--- config.mk ---
export PLATFORM = sky130hd
export DESIGN_NAME = linebuf_pixel_fetch
export DESIGN_NICKNAME = d
export VERILOG_FILES = /design/src/rtl/linebuf_pixel_fetch.sv
export SDC_FILE = /design/constraint.sdc
export NUM_CORES = 1
export LEC_CHECK = 0
export CORE_MARGIN = 1.5
export CORE_UTILIZATION = 50
export CTS_CLUSTER_DIAMETER = 60
export CTS_CLUSTER_SIZE = 14
export DETAILED_ROUTE_END_ITERATION = 6
export DONT_BUFFER_PORTS = 1
export GPL_TIMING_DRIVEN = 0
export PLACE_DENSITY = 0.71
export RECOVER_POWER = 25
export SLEW_MARGIN = 20
export SYNTH_ARGS = -nofsm -noshare
export SYNTH_HDL_FRONTEND = slang
export SYNTH_SLANG_ARGS = --single-unit
--- constraint.sdc ---
create_clock -name clk -period 4.35 [get_ports clk]
set_input_delay 0.87 -clock clk [delete_from_list [all_inputs] [get_ports clk]]
set_output_delay 0.87 -clock clk [all_outputs]
set_load 0.02 [all_outputs]
--- src/rtl/linebuf_pixel_fetch.sv ---
// Line-buffer read side: fetches 16-bit words from the line BRAM, serialises them
// into 2-bit pixel codes (MSB pair first) and drives registered 4:4:4 RGB through a palette.
module linebuf_pixel_fetch #(
  parameter int          WORDS_PER_LINE = 100,
  parameter logic [11:0] COLOR0         = 12'h000,
  parameter logic [11:0] COLOR1         = 12'hFF0,
  parameter logic [11:0] COLOR2         = 12'h208,
  parameter logic [11:0] COLOR3         = 12'hFFF
) (
  input  logic        clk,
  input  logic        nrst,
  input  logic        pix_tick,
  input  logic        line_start,
  input  logic [7:0]  line_base,
  input  logic        vis,
  output logic        lb_rd,
  output logic [7:0]  lb_rd_addr,
  input  logic [15:0] lb_rd_data,
  output logic [3:0]  red,
  output logic [3:0]  green,
  output logic [3:0]  blue,
  output logic        underrun
);

  localparam int CNT_W = $clog2(WORDS_PER_LINE + 1);

  typedef enum logic [2:0] {
    IDLE,
    P0,
    P0W,
    P1W,
    ACTIVE
  } state_t;

  typedef enum logic [2:0] {
    PX_HOLD,
    PX_BLANK,
    PX_UNDERRUN,
    PX_SHIFT,
    PX_LOAD_NEXT,
    PX_LOAD_ZERO
  } px_act_t;

  state_t             state;
  state_t             state_next;
  px_act_t            px_act;

  logic               rd_valid;
  logic [15:0]        shift_reg;
  logic [15:0]        next_word;
  logic               next_valid;
  logic [2:0]         pixcnt;
  logic [CNT_W-1:0]   fetch_cnt;
  logic [11:0]        rgb;

  logic               ready;
  logic               more_words;
  logic               exhausted;
  logic               issue_rd;
  logic [7:0]         issue_addr;
  logic               load_shift;
  logic               load_next;

  function automatic logic [11:0] palette(input logic [1:0] code);
    case (code)
      2'b00:   return COLOR0;
      2'b01:   return COLOR1;
      2'b10:   return COLOR2;
      default: return COLOR3;
    endcase
  endfunction

  // Pixels may be drawn as soon as word 0 sits in the shift register; word 1 is
  // still landing in P1W but is not needed until the eighth pixel.
  assign ready      = (state == P1W) || (state == ACTIVE);
  assign more_words = fetch_cnt < CNT_W'(WORDS_PER_LINE);
  assign exhausted  = !more_words && !next_valid && !lb_rd && !rd_valid;

  always_comb begin
    // NOTE: every signal driven here gets a default first, so no path can infer a latch.
    state_next = state;
    issue_rd   = 1'b0;
    issue_addr = lb_rd_addr + 8'd1;
    load_shift = 1'b0;
    load_next  = 1'b0;
    px_act     = PX_HOLD;

    if (line_start) begin
      state_next = P0;
      issue_rd   = 1'b1;
      issue_addr = line_base;
      if (pix_tick) px_act = vis ? PX_UNDERRUN : PX_BLANK;
    end else begin
      case (state)
        IDLE: ;
        P0:   state_next = P0W;
        P0W: begin
          if (rd_valid) begin
            load_shift = 1'b1;
            if (more_words) begin
              issue_rd   = 1'b1;
              state_next = P1W;
            end else begin
              state_next = ACTIVE;
            end
          end
        end
        P1W: begin
          if (rd_valid) begin
            load_next  = 1'b1;
            state_next = ACTIVE;
          end
        end
        ACTIVE:  if (rd_valid) load_next = 1'b1;
        default: state_next = IDLE;
      endcase

      if (pix_tick) begin
        if (!vis)                px_act = PX_BLANK;
        else if (!ready)         px_act = PX_UNDERRUN;
        else if (pixcnt != 3'd7) px_act = PX_SHIFT;
        else if (next_valid) begin
          px_act   = PX_LOAD_NEXT;
          issue_rd = more_words;
        end
        else if (exhausted)      px_act = PX_LOAD_ZERO;
        else                     px_act = PX_UNDERRUN;
      end
    end
  end

  // NOTE: registers use non-blocking assignments so every flop samples pre-edge values.
  always_ff @(posedge clk) begin
    if (nrst) state <= IDLE;
    else      state <= state_next;
  end

  always_ff @(posedge clk) begin
    if (nrst) begin
      lb_rd      <= 1'b0;
      lb_rd_addr <= 8'd0;
      rd_valid   <= 1'b0;
      shift_reg  <= 16'd0;
      next_word  <= 16'd0;
      next_valid <= 1'b0;
      pixcnt     <= 3'd0;
      fetch_cnt  <= '0;
      rgb        <= 12'd0;
      underrun   <= 1'b0;
    end else begin
      lb_rd <= issue_rd;
      if (issue_rd) lb_rd_addr <= issue_addr;
      // A read in flight across line_start is dropped by never flagging its data valid.
      rd_valid <= lb_rd && !line_start;

      if (line_start)    fetch_cnt <= CNT_W'(1);
      else if (issue_rd) fetch_cnt <= fetch_cnt + CNT_W'(1);

      if (line_start) begin
        pixcnt     <= 3'd0;
        next_valid <= 1'b0;
      end

      case (px_act)
        PX_BLANK: rgb <= 12'd0;
        PX_UNDERRUN: begin
          rgb      <= 12'd0;
          underrun <= 1'b1;
        end
        PX_SHIFT: begin
          rgb       <= palette(shift_reg[15:14]);
          shift_reg <= {shift_reg[13:0], 2'b00};
          pixcnt    <= pixcnt + 3'd1;
        end
        PX_LOAD_NEXT: begin
          rgb        <= palette(shift_reg[15:14]);
          shift_reg  <= next_word;
          next_valid <= 1'b0;
          pixcnt     <= pixcnt + 3'd1;
        end
        PX_LOAD_ZERO: begin
          rgb       <= palette(shift_reg[15:14]);
          shift_reg <= 16'd0;
          pixcnt    <= pixcnt + 3'd1;
        end
        default: ;
      endcase

      if (load_shift) shift_reg <= lb_rd_data;
      if (load_next) begin
        next_word  <= lb_rd_data;
        next_valid <= 1'b1;
      end
    end
  end

  assign red   = rgb[11:8];
  assign green = rgb[7:4];
  assign blue  = rgb[3:0];

endmodule

Word level (Yosys, flattened, before mapping)
Cells that the tools add are included.
W data, S select, Z words.
- flip-flop bits (word level): 69
- word-level logic and storage cells: 99
- bits of input ports: 29
- reduce and logical (&&, ||, !) cells: 24
- eq/ne operators: 17
- order comparisons: 1
- bitwise operators: 1
- $add $sub $neg: 3
- multiplexer cells: 40
- operator list (operator ; number):
    $pmux W16 S3 ; 1
    $mux W3 ; 12
    $pmux W12 S3 ; 1
    $pmux W12 S2 ; 1
    $mux W1 ; 20
    $mux W16 ; 1
    $eq A3 B2 Y1 const B ; 4
    $pmux W3 S4 ; 1
    $eq A3 B3 Y1 const B ; 3
    $ne A3 B3 Y1 const B ; 3
    $add A8 B1 Y8 const B ; 1
    $mux W8 ; 1
    $reduce_or A2 Y1 ; 4
    $add A7 B1 Y7 const B ; 1
    $lt A7 B7 Y1 const B ; 1
    $eq A3 B1 Y1 const B ; 2
    $reduce_and A3 Y1 ; 2
    $reduce_bool A2 Y1 ; 3
    $logic_not A1 Y1 ; 5
    $logic_and A1 B1 Y1 ; 4
    $mux W2 ; 2
    $ne A2 B2 Y1 const B ; 2
    $reduce_bool A4 Y1 ; 1
    $add A3 B1 Y3 const B ; 1
    9 further kinds ; 9

Logic depth before layout (Yosys ltp)
- word-level depth: 15
- mapped depth: 8
- depth with buffers taken out: 7

Worst setup path after synthesis
OpenSTA, ideal clock, no wires.
- kind: input to register
- from: input port line_start
- to: register shift_reg[13]
- arrival time: 2122 ps
- stages on the path: 5
- data required time: 4264 ps
- buffers on the path: 2
- setup slack: 2142 ps
- library setup time: 86 ps
- path through: clkbuf_1 > nor2_1 > clkbuf_1 > mux2i_1 > a221oi_2
- word-level cells in the longest chain between the ends: 4
- elaborated cells between the ends (all ways): 8
- classes of those cells: eq/ne (3); mux (4); reduce/logical (1)
- RTL lines (what ; line ; text):
    start, declared ; 13 ; input logic line_start,
    $mux W3 ; 88 ; if (line_start) begin
    $eq A3 B3 Y1 or $eq A3 B2 Y1 (tied branches) ; 164 ; case (px_act)
    $pmux W16 S3 ; 164 ;
    $mux W16 ; 189 ; if (load_shift) shift_reg <= lb_rd_data;
    end signal, assigned ; 172 ; shift_reg <= {shift_reg[13:0], 2'b00};
    end signal, assigned ; 177 ; shift_reg <= next_word;
    end signal, assigned ; 189 ;
    end, declared ; 49 ; logic [15:0] shift_reg;
Parallel ways exist; a longest one is shown, timed or not.
A chain may end at the register's enable or synchronous reset.

Final worst setup path
- from: register fetch_cnt[2]
- to: register lb_rd_addr[2]
- word-level cells in the longest chain between the ends: 10
- RTL lines (what ; line ; text):
    start, declared ; 53 ; logic [CNT_W-1:0] fetch_cnt;
    start signal, assigned ; 157 ; else if (issue_rd) fetch_cnt <= fetch_cnt + CNT_W'(1);
    $lt A7 B7 Y1 (*) ; 76 ; assign more_words = fetch_cnt < CNT_W'(WORDS_PER_LINE);
    $mux W1 ; 100 ; if (more_words) begin
    $mux W1 ; 98 ; if (rd_valid) begin
    $mux W1 ; 94 ; case (state)
    $mux W1 ; 122 ; else if (next_valid) begin
    $mux W1 ; 121 ; else if (pixcnt != 3'd7) px_act = PX_SHIFT;
    $mux W1 ; 120 ; else if (!ready) px_act = PX_UNDERRUN;
    $mux W1 ; 119 ; if (!vis) px_act = PX_BLANK;
    $mux W1 (*) ; 118 ; if (pix_tick) begin
    $mux W1 (*) ; 88 ;
    end signal, assigned ; 152 ; if (issue_rd) lb_rd_addr <= issue_addr;
    end, declared ; 17 ; output logic [7:0] lb_rd_addr,
Every way passes the cells marked *; elsewhere a longest branch is shown, timed or not.

==> impl_metrics.prom <==
# TYPE chip_impl_metric gauge
chip_impl_metric{name="comb_power_share",unit="%"} 3.7
chip_impl_metric{name="critical_path_required",unit="ns"} 4.60
chip_impl_info{name="hold_start",value="state[2]$_SDFFE_PP0P_"} 1
chip_impl_metric{name="placeableCoreArea",unit="µm²"} 5890
chip_impl_metric{name="fmaxAchievable",unit="GHz"} 0.368
chip_impl_metric{name="final-setup-viol-count",unit=""} 0
chip_impl_info{name="whs_endpoint",value="state[1]$_SDFFE_PP0P_"} 1
chip_impl_metric{name="maxSlewViolCount",unit=""} 0
chip_impl_metric{name="timing.critical_path.depth",unit=""} 5
chip_impl_info{name="cts_root_buffer",value="sky130_fd_sc_hd__clkbuf_8"} 1
chip_impl_metric{name="syn-instance-count",unit=""} 317
chip_impl_metric{name="fp.dieArea",unit="µm²"} 6500
chip_impl_info{name="status",value="finished clean"} 1
chip_impl_metric{name="ctsLongestPathBuffers",unit=""} 2
chip_impl_metric{name="drv_cap",unit=""} 0
chip_impl_metric{name="async_flop_share",unit="%"} 0
chip_impl_metric{name="grt_overflow",unit=""} 0
chip_impl_info{name="start_to_end_type_of_the_worst_setup_path",value="reg2reg"} 1
chip_impl_metric{name="tns",unit="ns"} 0
chip_impl_metric{name="synth-seq-area-share",unit="%"} 40.5
chip_impl_metric{name="gr-usage-all-layers",unit="%"} 22.2
chip_impl_metric{name="numCtsBuffers",unit=""} 9
chip_impl_metric{name="wire_per_inst",unit="µm"} 16.7
chip_impl_metric{name="final_layout_size_suffix_gt1_share",unit="%"} 15.4
chip_impl_metric{name="syn_avg_cell_area",unit="µm²"} 9.51
chip_impl_metric{name="detailedRoute.firstPassIterationCount",unit=""} 4
chip_impl_metric{name="timing.max_slew.rel_slack",unit="%"} 17.8
chip_impl_info{name="regToRegEndpoint",value="lb_rd_addr[2]$_SDFFE_PP0P_"} 1
chip_impl_metric{name="share_clk_of_total_power",unit="%"} 40.9
chip_impl_metric{name="synthesis.nets",unit=""} 350
chip_impl_metric{name="ir_worst_vdd",unit="mV"} 0.213
chip_impl_metric{name="portBuffers",unit=""} 0
chip_impl_info{name="most_common_cell_after_layout_fill_and_taps_aside",value="sky130_fd_sc_hd__dfxtp_1"} 1
chip_impl_metric{name="power.share.switching",unit="%"} 24.5
chip_impl_metric{name="yosys_warnings",unit=""} 0
chip_impl_info{name="hold_path.class",value="reg2reg"} 1
chip_impl_metric{name="cts_hold_bufs",unit=""} 0
chip_impl_metric{name="grt_pass1_vias",unit=""} 2300
chip_impl_info{name="critical-path-slowest-cell",value="sky130_fd_sc_hd__o311ai_0"} 1
chip_impl_metric{name="first_iter_violations",unit=""} 94
chip_impl_metric{name="postRouteAntennaNets",unit=""} 0
chip_impl_metric{name="power.density_cell_area",unit="nW/µm²"} 322
chip_impl_metric{name="yosysUniqueCellTypes",unit=""} 47
chip_impl_metric{name="tmin_final",unit="ns"} 2.71
chip_impl_metric{name="layout_worst_path_cycle_share",unit="%"} 62.4
chip_impl_metric{name="initial_core_util",unit="%"} 51.2
chip_impl_metric{name="number_of_synthesized_flops_with_an_enable_pin",unit=""} 0
chip_impl_metric{name="area_growth_from_synthesis_to_final_layout",unit="%"} 8.51
chip_impl_metric{name="final_core_utilization",unit="%"} 55.6
chip_impl_metric{name="grt_first_pass_wirelength",unit="µm"} 10900
chip_impl_info{name="r2r_start",value="fetch_cnt[2]$_SDFFE_PP0P_"} 1
chip_impl_metric{name="numClockSinks",unit=""} 61
chip_impl_metric{name="post-dp-hpwl",unit="µm"} 4760
chip_impl_info{name="cp-end-kind",value="flip-flop"} 1
chip_impl_metric{name="clock_skews",unit="ns"} 0.0131
chip_impl_metric{name="diodes",unit=""} 0
chip_impl_metric{name="drc",unit=""} 0
chip_impl_info{name="crit_family",value="compound AO/OA/AOI/OAI gates"} 1
chip_impl_metric{name="register_to_register_path_setup_slack",unit="ns"} 1.64
chip_impl_metric{name="dieHeight",unit="µm"} 80.6
chip_impl_info{name="ys.flop_type",value="sky130_fd_sc_hd__dfxtp_1"} 1
chip_impl_metric{name="grt_start_max_net_pins",unit=""} 11
chip_impl_metric{name="pwr-share-seq",unit="%"} 55.5
chip_impl_metric{name="power.leakage",unit="nW"} 1.01
chip_impl_metric{name="worst_slew_pin_slew",unit="ns"} 1.22
chip_impl_metric{name="critPathMaxStageDelay",unit="ns"} 1.04
chip_impl_metric{name="switching_power",unit="mW"} 0.258
chip_impl_metric{name="clock_latency",unit="ns"} 0.34
chip_impl_metric{name="cts_max_level",unit=""} 3
chip_impl_metric{name="gp_congestion",unit=""} 0.888
chip_impl_metric{name="crit_buf_inv",unit=""} 1
chip_impl_metric{name="worst-r2r-cell-count",unit=""} 5
chip_impl_metric{name="ctsResizeCount",unit=""} 0
chip_impl_metric{name="cts.clk_slew.worst_paths",unit="ns"} 0.07
chip_impl_metric{name="via_count_of_the_routed_design",unit=""} 2427
chip_impl_metric{name="power_report.internal_total",unit="mW"} 0.795
chip_impl_metric{name="detail_route.vias_per_cell",unit=""} 5.96
chip_impl_metric{name="grt_antenna_before_repair",unit=""} 0
chip_impl_info{name="mostFrequentLayoutCells",value="sky130_fd_sc_hd__dfxtp_1, sky130_fd_sc_hd__nor2_1, sky130_fd_sc_hd__mux2i_1"} 1
chip_impl_metric{name="placement_rows",unit=""} 28
chip_impl_metric{name="floorplan.io_pins",unit=""} 51
chip_impl_info{name="worst_setup_path_start_kind",value="flip-flop"} 1
chip_impl_info{name="grt_setup_unrepaired",value="false"} 1
chip_impl_metric{name="synth.ff_latch_count",unit=""} 61
chip_impl_metric{name="die_width",unit="µm"} 80.6
chip_impl_metric{name="worst-path-max-fanout",unit=""} 10
chip_impl_metric{name="final_hold_viol_count",unit=""} 0
chip_impl_metric{name="wl",unit="µm"} 6810
chip_impl_metric{name="hold-path-cell-count",unit=""} 1
chip_impl_metric{name="postCtsSetupBuffers",unit=""} 0
chip_impl_metric{name="critPathArrivalTime",unit="ns"} 2.96
chip_impl_info{name="crit_chain",value="o311ai_0 > o21ai_0 > clkbuf_1 > o31a_1 > a221oi_1"} 1
chip_impl_metric{name="syn-cell-area",unit="µm²"} 3010
chip_impl_info{name="cts_tree",value="done"} 1
chip_impl_metric{name="design.final.nets",unit=""} 361
==> power by group through the flow <==
stage                     sequential, mW  combinational (mW)  clock (mW)
final                              0.585              0.0387       0.430
after global routing               0.586              0.0432       0.462
after CTS                          0.585              0.0392       0.441
after detailed placement           0.597              0.0390           0
after global placement             0.597              0.0380           0
after floorplan                    0.595              0.0300           0
==> per-stage QoR <==
step / cells / setup WS [ns] / cell area, µm² / hold slack, ns / total power [mW]
finish: 407 / 1.64 / 3270 / 0.460 / 1.05
global route: 407 / 1.47 / 3270 / 0.494 / 1.09
CTS: 407 / 1.93 / 3270 / 0.467 / 1.07
detailed placement: 392 / 1.76 / 3110 / 0.459 / 0.636
global placement: 392 / 1.80 / 3110 / 0.447 / 0.635
floorplan: 317 / 2.14 / 3010 / 0.429 / 0.625
==> cells by family (layout without fill, tap and decap cells) <==
| kind of cell | Yosys count | in the layout | synth area share [%] |
|---|---|---|---|
| and+or+nand+nor | 93 | 93 | 14.8 |
| AOI/OAI and AO/OA | 84 | 84 | 23.8 |
| DFF | 61 | 61 | 40.5 |
| buffers and inverters | 37 | 52 | 6.89 |
| muxes | 31 | 31 | 10.3 |
| xor gates and xnor gates | 7 | 7 | 2.03 |
| adders and majority gates | 4 | 4 | 1.66 |
==> cells in the mapped netlist (all sizes together) (3+ instances only) <==
master	number	area [µm²]
buf	17	133
nand4	4	25.0
clkbuf	13	48.8
o21ai	7	35.0
a22oi	3	22.5
xnor2	6	52.6
dfxtp	61	1220
mux2i	31	310
nand2	28	105
ha	4	50.1
nand3	8	40.0
inv	6	22.5
a221oi	31	365
a21oi	24	120
nand3b	4	30.0
nor2	34	128
a211oi	5	37.5
==> cell type report <==
cell class	count	area [µm²]
buffer	30	181
fill	558	2620
sequential	61	1220
inverter	7	26.3
multi-input combinational	219	1580
clock inverter	5	27.5
tap	75	93.8
clock buffer	10	138
==> how the worst max path moves through the flow <==
stage / start / end / slack (ns)
2_1_floorplan: line_start / shift_reg[13]$_SDFFE_PP0P_ / 2.14
3_3_place_gp: line_start / shift_reg[14]$_SDFFE_PP0P_ / 1.80
3_5_place_dp: line_start / shift_reg[14]$_SDFFE_PP0P_ / 1.76
4_1_cts: state[1]$_SDFFE_PP0P_ / shift_reg[14]$_SDFFE_PP0P_ / 1.93
5_1_grt: fetch_cnt[2]$_SDFFE_PP0P_ / lb_rd_addr[2]$_SDFFE_PP0P_ / 1.47
6_report: fetch_cnt[2]$_SDFFE_PP0P_ / lb_rd_addr[2]$_SDFFE_PP0P_ / 1.64
==> per-layer routing <==
layer	vias up	wire length, µm	global-route usage, %
met5	-	0	0
met4	0	61	6.90
met3	6	446	8.86
met2	69	3300	37.8
met1	1151	3000	25.3
li1	1201	-	-
No activity file was read; power rests on OpenSTA's default activity.
